[src/rtl/mul_accum_pkg.sv]
// Shared types and default widths for the product accumulator stage.
package mul_accum_pkg;

  typedef enum logic {
    IDLE,
    ACCUM
  } state_t;

  localparam int IN_W_DEF    = 32;
  localparam int ACC_W_DEF   = 40;
  localparam int ACC_LEN_DEF = 16;
  localparam int CNT_W_DEF   = 16;

endpackage

[src/rtl/mul_accum_stage_if.sv]
// Handshake bundle for the accumulator: product input side and total output side.
// The master drives products and out_ready; the slave (the stage) drives in_ready and the result.
interface mul_accum_stage_if import mul_accum_pkg::*; #(
  parameter int IN_W  = IN_W_DEF,
  parameter int ACC_W = ACC_W_DEF,
  parameter int CNT_W = CNT_W_DEF
);

  logic             in_valid;
  logic             in_ready;
  logic [IN_W-1:0]  in_data;
  logic             flush;
  logic             clr;
  logic             out_valid;
  logic             out_ready;
  logic [ACC_W-1:0] out_data;
  logic [CNT_W-1:0] out_count;
  logic             out_ovf;

  modport master (
    output in_valid, in_data, flush, clr, out_ready,
    input  in_ready, out_valid, out_data, out_count, out_ovf
  );

  modport slave (
    input  in_valid, in_data, flush, clr, out_ready,
    output in_ready, out_valid, out_data, out_count, out_ovf
  );

endinterface

[src/rtl/mul_accum_add.sv]
// Combinational accumulator adder: zero-extends the product, adds it to the running total
// and reports the carry-out of the ACC_W-bit add.
// Optional macro ACCUM_SAT_EN: when defined, a carry clamps the sum to all ones; otherwise it wraps.
module mul_accum_add import mul_accum_pkg::*; #(
  parameter int IN_W  = IN_W_DEF,
  parameter int ACC_W = ACC_W_DEF
) (
  input  logic [ACC_W-1:0] acc,
  input  logic [IN_W-1:0]  addend,
  output logic [ACC_W-1:0] sum,
  output logic             carry
);

  logic [ACC_W:0] raw;

  // One extra bit captures the carry-out; a saturated total stays saturated because any further nonzero add carries again
  always_comb begin
    raw   = {1'b0, acc} + {{(ACC_W + 1 - IN_W){1'b0}}, addend};
    carry = raw[ACC_W];
`ifdef ACCUM_SAT_EN
    sum   = carry ? '1 : raw[ACC_W-1:0];
`else
    sum   = raw[ACC_W-1:0];
`endif
  end

endmodule

[src/rtl/mul_accum_stage.sv]
// Product accumulator: sums groups of ACC_LEN unsigned products into a total and holds
// each total in a single-entry output register with backpressure. flush closes a group
// early, clr discards a partial group. Optional macro ACCUM_SAT_EN selects saturating adds.
module mul_accum_stage import mul_accum_pkg::*; #(
  parameter int IN_W    = IN_W_DEF,
  parameter int ACC_W   = ACC_W_DEF,
  parameter int ACC_LEN = ACC_LEN_DEF,
  parameter int CNT_W   = CNT_W_DEF
) (
  input logic              clk,
  input logic              resetn,
  mul_accum_stage_if.slave bus
);

  state_t           state;
  logic [ACC_W-1:0] acc;
  logic [CNT_W-1:0] count;
  logic             ovf;

  logic [ACC_W-1:0] base_acc;
  logic [CNT_W-1:0] base_cnt;
  logic             base_ovf;
  logic [ACC_W-1:0] add_sum;
  logic             add_carry;
  logic [ACC_W-1:0] next_acc;
  logic [CNT_W-1:0] next_cnt;
  logic             next_ovf;
  logic             in_xfer;
  logic             out_xfer;
  logic             close;

  // The stage can take a product whenever the output register is empty or being drained this cycle
  assign bus.in_ready = !bus.out_valid || bus.out_ready;

  mul_accum_add #(
    .IN_W  (IN_W),
    .ACC_W (ACC_W)
  ) u_add (
    .acc    (base_acc),
    .addend (bus.in_data),
    .sum    (add_sum),
    .carry  (add_carry)
  );

  // Next group state: clr restarts from zero (so a same-cycle product begins a fresh group), then the product is folded in
  always_comb begin
    in_xfer  = bus.in_valid && bus.in_ready;
    out_xfer = bus.out_valid && bus.out_ready;
    base_acc = (bus.clr || state == IDLE) ? '0 : acc;
    base_cnt = (bus.clr || state == IDLE) ? '0 : count;
    base_ovf = bus.clr ? 1'b0 : ovf;
    next_cnt = base_cnt + CNT_W'(in_xfer);
    next_acc = in_xfer ? add_sum : base_acc;
    next_ovf = base_ovf | (in_xfer & add_carry);
    close    = !bus.clr && (next_cnt != '0) &&
               ((in_xfer && next_cnt == CNT_W'(ACC_LEN)) || (bus.flush && bus.in_ready));
  end

  // Group FSM, counter and output register; a close loads the total and restarts the group in the same edge
  always_ff @(posedge clk or negedge resetn) begin
    if (!resetn) begin
      state         <= IDLE;
      acc           <= '0;
      count         <= '0;
      ovf           <= 1'b0;
      bus.out_valid <= 1'b0;
      bus.out_data  <= '0;
      bus.out_count <= '0;
      bus.out_ovf   <= 1'b0;
    end else if (close) begin
      bus.out_valid <= 1'b1;
      bus.out_data  <= next_acc;
      bus.out_count <= next_cnt;
      bus.out_ovf   <= next_ovf;
      acc           <= '0;
      count         <= '0;
      ovf           <= 1'b0;
      state         <= IDLE;
    end else begin
      if (out_xfer) begin
        bus.out_valid <= 1'b0;
      end
      acc   <= next_acc;
      count <= next_cnt;
      ovf   <= next_ovf;
      state <= (next_cnt == '0) ? IDLE : ACCUM;
    end
  end

endmodule

[src/flat_wrapper.sv]
// flat-port wrapper written by rule: the top's interface ports become plain ports
module mul_accum_stage_flat import mul_accum_pkg::*;
#(
  parameter int IN_W    = IN_W_DEF,
  parameter int ACC_W   = ACC_W_DEF,
  parameter int ACC_LEN = ACC_LEN_DEF,
  parameter int CNT_W   = CNT_W_DEF
)
  (clk, resetn, bus_in_valid, bus_in_data, bus_flush, bus_clr, bus_out_ready, bus_in_ready, bus_out_valid, bus_out_data, bus_out_count, bus_out_ovf);
  mul_accum_stage_if #(.IN_W(IN_W), .ACC_W(ACC_W), .CNT_W(CNT_W)) bus_i ();
  input logic clk;
  input logic resetn;
  input wire logic [$bits(bus_i.in_valid)-1:0] bus_in_valid;
  input wire logic [$bits(bus_i.in_data)-1:0] bus_in_data;
  input wire logic [$bits(bus_i.flush)-1:0] bus_flush;
  input wire logic [$bits(bus_i.clr)-1:0] bus_clr;
  input wire logic [$bits(bus_i.out_ready)-1:0] bus_out_ready;
  output wire logic [$bits(bus_i.in_ready)-1:0] bus_in_ready;
  output wire logic [$bits(bus_i.out_valid)-1:0] bus_out_valid;
  output wire logic [$bits(bus_i.out_data)-1:0] bus_out_data;
  output wire logic [$bits(bus_i.out_count)-1:0] bus_out_count;
  output wire logic [$bits(bus_i.out_ovf)-1:0] bus_out_ovf;
  assign bus_i.in_valid = bus_in_valid;
  assign bus_i.in_data = bus_in_data;
  assign bus_i.flush = bus_flush;
  assign bus_i.clr = bus_clr;
  assign bus_i.out_ready = bus_out_ready;
  assign bus_in_ready = bus_i.in_ready;
  assign bus_out_valid = bus_i.out_valid;
  assign bus_out_data = bus_i.out_data;
  assign bus_out_count = bus_i.out_count;
  assign bus_out_ovf = bus_i.out_ovf;
  mul_accum_stage #(.IN_W(IN_W), .ACC_W(ACC_W), .ACC_LEN(ACC_LEN), .CNT_W(CNT_W)) u_core (.clk(clk), .resetn(resetn), .bus(bus_i));
endmodule
[config.mk]
export PLATFORM = sky130hd
export DESIGN_NAME = mul_accum_stage_flat
export DESIGN_NICKNAME = d
export VERILOG_FILES = /design/src/rtl/mul_accum_pkg.sv /design/src/rtl/mul_accum_stage_if.sv /design/src/rtl/mul_accum_add.sv /design/src/rtl/mul_accum_stage.sv /design/src/flat_wrapper.sv
export SDC_FILE = /design/constraint.sdc
export NUM_CORES = 1
export LEC_CHECK = 0
export BUFFER_PORTS_ARGS = -buffer_cell sky130_fd_sc_hd__buf_2
export CORE_UTILIZATION = 57
export CTS_CLUSTER_SIZE = 16
export DETAILED_ROUTE_END_ITERATION = 10
export PLACE_DENSITY = 0.82
export SYNTH_ARGS = -nofsm -noshare
export SYNTH_HDL_FRONTEND = slang
export SYNTH_SLANG_ARGS = --single-unit
[constraint.sdc]
create_clock -name clk -period 11.4 [get_ports clk]
set_input_delay 1.14 -clock clk [delete_from_list [all_inputs] [get_ports clk]]
set_output_delay 1.14 -clock clk [all_outputs]
set_load 0.03 [all_outputs]
==> results of run 1 <==
## path summary, 6_finish.rpt
path,startpoint,endpoint,depth (start not counted)
setup / recovery,bus_clr,u_core.bus.out_data[26]$_DFFE_PN0P_,15
hold / removal,u_core.bus.out_data[31]$_DFFE_PN0P_,u_core.bus.out_data[31]$_DFFE_PN0P_,2
setup reg to reg,u_core.state$_DFF_PN0_,u_core.bus.out_data[26]$_DFFE_PN0P_,14
hold reg to reg,u_core.bus.out_data[31]$_DFFE_PN0P_,u_core.bus.out_data[31]$_DFFE_PN0P_,2
max in group asynchronous,resetn,u_core.acc[33]$_DFF_PN0_,2
min in group asynchronous,resetn,u_core.bus.out_data[11]$_DFFE_PN0P_,1
## power breakdown
part	internal, mW	switching, mW
clock	0.349	0.185
sequential	0.483	0.0325
combinational	0.129	0.286
total	0.961	0.504
## registers in the layout, indices dropped and copies added (netlist names)
signal,cells
u_core.bus.out_data,40
u_core.bus.out_ovf,1
u_core.ovf,1
u_core.bus.out_count,16
u_core.bus.out_valid,1
u_core.state,1
u_core.count,16
u_core.acc,40
## Yosys cell counts, types with 18 or more instances
library cell	number	area, µm²
dfrtp_1	116	2903
a21oi_1	51	255.2
ha_1	34	425.4
o21ai_1	30	150.1
xnor2_1	28	245.2
and2_1	43	269.0
o21ai_2	18	157.7
nand2_1	99	371.6
inv_1	18	67.56
nor2_1	84	315.3
o21ai_0	31	155.2
## per-layer routing
metal	up-vias	wire length [µm]	track usage	share of wire
met3	31	673	0.05292	0.041
li1	2852	-	-	-
met4	0	432	0.1280	0.026
met1	2839	7560	0.3656	0.46
met5	-	0	0	0
met2	179	7928	0.4480	0.48
## final cells by class
cell class	instances	area (µm²)	area share
Clock inverter	7	96.34	0.01204
Sequential cell	116	2903	0.3628
Multi-Input combinational cell	595	3736	0.4670
Timing Repair Buffer	100	513.0	0.06412
Clock buffer	24	501.7	0.06272
Tap cell	143	178.9	0.02236
Inverter	19	71.32	0.008915
## logic make-up after synthesis
group / after synthesis
AO/OA/AOI/OAI: 195
XOR/XNOR: 42
adder cells (fa/ha/maj): 35
buffers and inverters: 52
flip-flops: 116
multiplexers: 19
AND/OR/NAND/NOR: 304
## metrics by stage
stage / instances / setup slack, ps
3_5_place_dp: 973 / 4928
5_1_grt: 1004 / 4907
6_report: 1004 / 5327
4_1_cts: 1004 / 5364
3_3_place_gp: 973 / 5135
2_1_floorplan: 763 / 6302
## critical path: stages
cell	delay (ps)
buf_2	150
nor2b_2	750
buf_4	420
and2_1	170
ha_1	200
ha_1	200
nand3_1	240
or4_1	570
a21oi_1	160
o2111ai_1	130
and4bb_1	330
a41oi_2	180
nor4_4	780
buf_4	560
mux2_2	390
==> flow_metrics.py, run 1 <==
metrics = {
    "floorplanning": {
        "start_util": 0.5952,
        "die_h_um": 112.1,
        "die_w_um": 112.1,
        "fp.coreArea_mm2": 0.01161,
        "fp.dieArea_mm2": 0.01257,
        "io_pins": 97,
        "fp-row-count": 39,
    },
    "synth": {
        "async_flop_share": 1.000,
        "ys_ff_latch": 116,
        "synthAdderAreaFrac": 0.06443,
        "yosysUniqueCellTypes": 67,
        "synth_cells": 763,
        "synth.avg_cell_area_um2": 9.060,
        "synth_compound_area_frac": 0.1810,
        "yosys_warnings": 0,
        "synthMuxAreaShare": 0.02805,
        "synth_flop_cell": "dfrtp_1",
        "seq_area_frac_synth": 0.4199,
        "synthXorXnorAreaFrac": 0.05321,
        "synth-simple-area-share": 0.2134,
        "synth_top_family_by_area": "simple AND/OR/NAND/NOR gates",
        "syn-num-nets": 836,
        "netlist_area_mm2": 0.006913,
        "synth_edf_count": 0,
    },
    "power_and_ir_drop": {
        "power_density_mw_per_mm2": 183.1,
        "ir_worst_vdd_mv": 0.1341,
        "p_leak_nw": 3.891,
        "power.total_mw": 1.464,
    },
    "routing": {
        "firstDrtPassIters": 8,
        "antenna_left": 0,
        "viasPerCell": 5.877,
        "drc_errors": 6,
        "first_iter_violations": 339,
        "vias": 5901,
        "drt-total-wl_um": 16600,
        "wire_per_inst_um": 16.53,
    },
    "global_routing": {
        "antenna_found_initial": 0,
        "grt_util_all_layers": 0.2780,
        "grt_start_max_net_pins": 103,
        "grt_overflow_total": 0,
        "grt_pass1_vias": 5725,
        "grt_pass1_wl_um": 27470,
    },
    "critical_path": {
        "r2r_slack_ps": 5720,
        "cp.required_ps": 11710,
        "crit_path_end_kind": "flop",
        "arrival_ps": 6380,
        "startpoint_type": "primary input",
        "path_class": "primary input to flop",
        "cp_max_fo": 43,
    },
    "cells_and_area": {
        "layout_commonest_cell": "dfrtp_1",
        "final_cell_mix": "dfrtp_1 (116), nand2_1 (99), buf_2 (95)",
        "area_growth_pct": 15.73,
        "diodes": 0,
        "fillers": 924,
        "drive_above_1_share": 0.1882,
        "fin_area_mm2": 0.008000,
        "final_util": 0.6889,
        "nets": 922,
    },
    "place": {
        "gp_congestion": 0.9159,
        "placed_cell_area_mm2": 0.007402,
        "place_hpwl_um": 11490,
        "portBuffers": 96,
    },
    "clock_network": {
        "cts_tree": "yes",
        "clock_latency_ps": 420,
        "numCtsBuffers": 17,
        "ctsResizeCount": 0,
        "h-tree-depth": 4,
        "cts_setup_buffers": 0,
        "clk_pin_slew_worst_paths_ps": 60,
        "postCtsHoldBufs": 0,
        "cts_sinks": 116,
        "clockBufferDepth": 2,
        "clockRootBuffer": "clkbuf_16",
    },
    "sta": {
        "worst_pin_slew_ps": 1120,
        "fmax_ghz": 0.1647,
        "fin_crit_sh": 0.5327,
        "setup_violations": 0,
        "slew_viol_final": 0,
        "relSlewSlack": 0.2532,
        "rsz0062_at_grt": "false",
        "finalHoldViolCount": 0,
        "skew_ps": 9.196,
        "whs_ps": 467.3,
        "period_needed_ps": 6073,
        "finalSetupTns_ps": 0,
    },
    "outcome": {
        "violations": "DRC",
        "status": "finished with violations",
    },
    "job": {
        "cap_viol_max_count": 0,
    },
    "min_path": {
        "hold_class": "flop to flop",
    },
}
(Power assumes the default switching activity.)
==> inputs of run 2 (changes only) <==
==> constraint.sdc (replaced) <==
create_clock -name clk -period 5.9 [get_ports clk]
set_input_delay 0.59 -clock clk [delete_from_list [all_inputs] [get_ports clk]]
set_output_delay 0.59 -clock clk [all_outputs]
set_load 0.03 [all_outputs]
==> flow_metrics.py, run 2 (synthesis gave the netlist of run 1 again) <==
metrics = {
    "sta": {
        "finalHoldViolCount": 0,
        "rsz0062_at_grt": "false",
        "relSlewSlack": 0.2361,
        "skew_ps": 8.923,
        "fin_crit_sh": 0.8284,
        "finalSetupTns_ps": 0,
        "worst_pin_slew_ps": 1146,
        "slew_viol_final": 0,
        "whs_ps": 98.38,
        "period_needed_ps": 4888,
        "setup_violations": 0,
        "fmax_ghz": 0.2046,
    },
    "cells_and_area": {
        "largestRegisters": "u_core.acc x40, u_core.bus.out_data x40",
        "area_growth_pct": 15.87,
        "drive_above_1_share": 0.1896,
        "layout_commonest_cell": "dfrtp_1",
        "nets": 925,
        "diodes": 0,
        "final_cell_mix": "dfrtp_1 (116), nand2_1 (99), buf_2 (95)",
        "final_util": 0.6897,
    },
    "routing": {
        "firstDrtPassIters": 8,
        "viasPerCell": 5.933,
        "first_iter_violations": 364,
        "antenna_left": 0,
        "wire_per_inst_um": 16.35,
        "drc_errors": 6,
        "vias": 5980,
        "drt-total-wl_um": 16480,
    },
    "power_and_ir_drop": {
        "p_switching_mw": 0.9742,
        "power_switching_share": 0.3443,
        "power_density_mw_per_mm2": 353.2,
        "p_leak_nw": 3.910,
        "internal_power_mw": 1.855,
        "p_seq_frac": 0.352,
        "ir_worst_vdd_mv": 0.1900,
        "clkPwrFrac": 0.362,
        "combPwrFrac": 0.285,
    },
    "clock_network": {
        "clockRootBuffer": "clkbuf_16",
        "clockBufferDepth": 2,
        "cts_sinks": 116,
        "postCtsHoldBufs": 0,
        "cts_setup_buffers": 0,
        "clock_latency_ps": 420,
        "ctsResizeCount": 0,
        "h-tree-depth": 4,
        "clk_pin_slew_worst_paths_ps": 50,
        "cts_tree": "yes",
        "numCtsBuffers": 17,
    },
    "critical_path": {
        "startpoint_type": "flop",
        "cp_num_buf_inv": 2,
        "cp.required_ps": 6250,
        "crit_family": "simple AND/OR/NAND/NOR gates",
        "crit_path_top_delay_cell": "or4_4",
        "path_cells": "nor2b_1 > inv_1 > nand2_1 > inv_2 > ha_1 > ha_1 > nand3_1 > or3_4 > o31a_1 > nand2_1 > and4bb_1 > a41oi_2 > or4_4 > nand2_1 > nor2_1",
        "path_class": "flop to flop",
        "max_stage_delay_ps": 910,
        "cp_max_fo": 102,
        "arrival_ps": 5230,
        "timing.critical_path.mode_cell": "nand2_1",
        "crit_path_end_kind": "flop",
    },
    "place": {
        "portBuffers": 96,
        "place_hpwl_um": 11430,
        "gp_congestion": 0.9662,
    },
    "global_routing": {
        "grt_pass1_wl_um": 27900,
        "grt_overflow_total": 0,
        "grt_start_max_net_pins": 103,
        "antenna_found_initial": 0,
        "grt_pass1_vias": 5791,
        "grt_util_all_layers": 0.2800,
    },
    "outcome": {
        "violations": "DRC",
        "status": "finished with violations",
    },
    "floorplanning": {
        "die_h_um": 112.1,
        "start_util": 0.5952,
        "die_w_um": 112.1,
        "fp.coreArea_mm2": 0.01161,
        "fp-row-count": 39,
        "io_pins": 97,
        "fp.dieArea_mm2": 0.01257,
    },
    "job": {
        "cap_viol_max_count": 0,
    },
    "min_path": {
        "hold_class": "primary input to asynchronous set/reset pin",
    },
}
-- run 2: changes by cell type in the layout (fill, tap and decap cells not counted) --
cell        before  now
clkbuf_1         2    4
buf_4            5    8
bufinv_16        2    3
clkinvlp_4       3    1
clkbuf_8         5    1
clkinv_2         1    5
-- run 2: stage by stage --
stage | cells | worst slack, ps | cell area [µm²] | power [mW]
3_3_place_gp | 976 | 1086 | 7425 | 1.778
2_1_floorplan | 763 | 1319 | 6913 | 1.589
6_report | 1008 | 1012 | 8010 | 2.830
3_5_place_dp | 976 | 836.1 | 7425 | 1.806
4_1_cts | 1008 | 948.3 | 8010 | 2.841
5_1_grt | 1008 | 523.9 | 8010 | 2.965
-- run 2: final timing paths --
| check | startpoint | to | slack, ps | cells past startpoint |
|---|---|---|---|---|
| worst min-delay path | resetn | u_core.bus.out_data[7]$_DFFE_PN0P_ | 100 | 1 |
| worst max-delay path | u_core.bus.out_valid$_DFFE_PN0P_ | u_core.acc[35]$_DFF_PN0_ | 1010 | 15 |
| min in group clk | u_core.bus.out_data[32]$_DFFE_PN0P_ | u_core.bus.out_data[32]$_DFFE_PN0P_ | 470 | 2 |
| worst min register to register | u_core.bus.out_data[32]$_DFFE_PN0P_ | u_core.bus.out_data[32]$_DFFE_PN0P_ | 470 | 2 |
| worst max register to register | u_core.bus.out_valid$_DFFE_PN0P_ | u_core.acc[35]$_DFF_PN0_ | 1010 | 15 |
| max in group asynchronous | resetn | u_core.acc[24]$_DFF_PN0_ | 4380 | 2 |
-- run 2: final cells by class --
class / instances / area, µm²
repair buffers: 103 / 535.5
fillers: 899 / 3603
multi-input cells: 595 / 3736
clock inverters: 10 / 131.4
clock buffers: 22 / 454.2
inverters: 19 / 71.32
flip-flops and latches: 116 / 2903
well taps: 143 / 178.9
-- run 2: power by group through the flow --
stage / sequential, mW / combinational, mW / clock (mW)
floorplan: 1.19 / 0.396 / 0
finish: 0.997 / 0.807 / 1.03
global route: 1.01 / 0.875 / 1.08
global placement: 1.00 / 0.776 / 0
detailed placement: 1.01 / 0.799 / 0
CTS: 0.997 / 0.808 / 1.04
-- run 2: layer usage --
layer | GRT usage | vias to the layer above | share of wire
met3 | 0.05184 | 43 | 0.058
met4 | 0.1342 | 0 | 0.027
met5 | 0 | - | 0
met1 | 0.3649 | 2836 | 0.43
met2 | 0.4538 | 228 | 0.48
li1 | - | 2873 | -
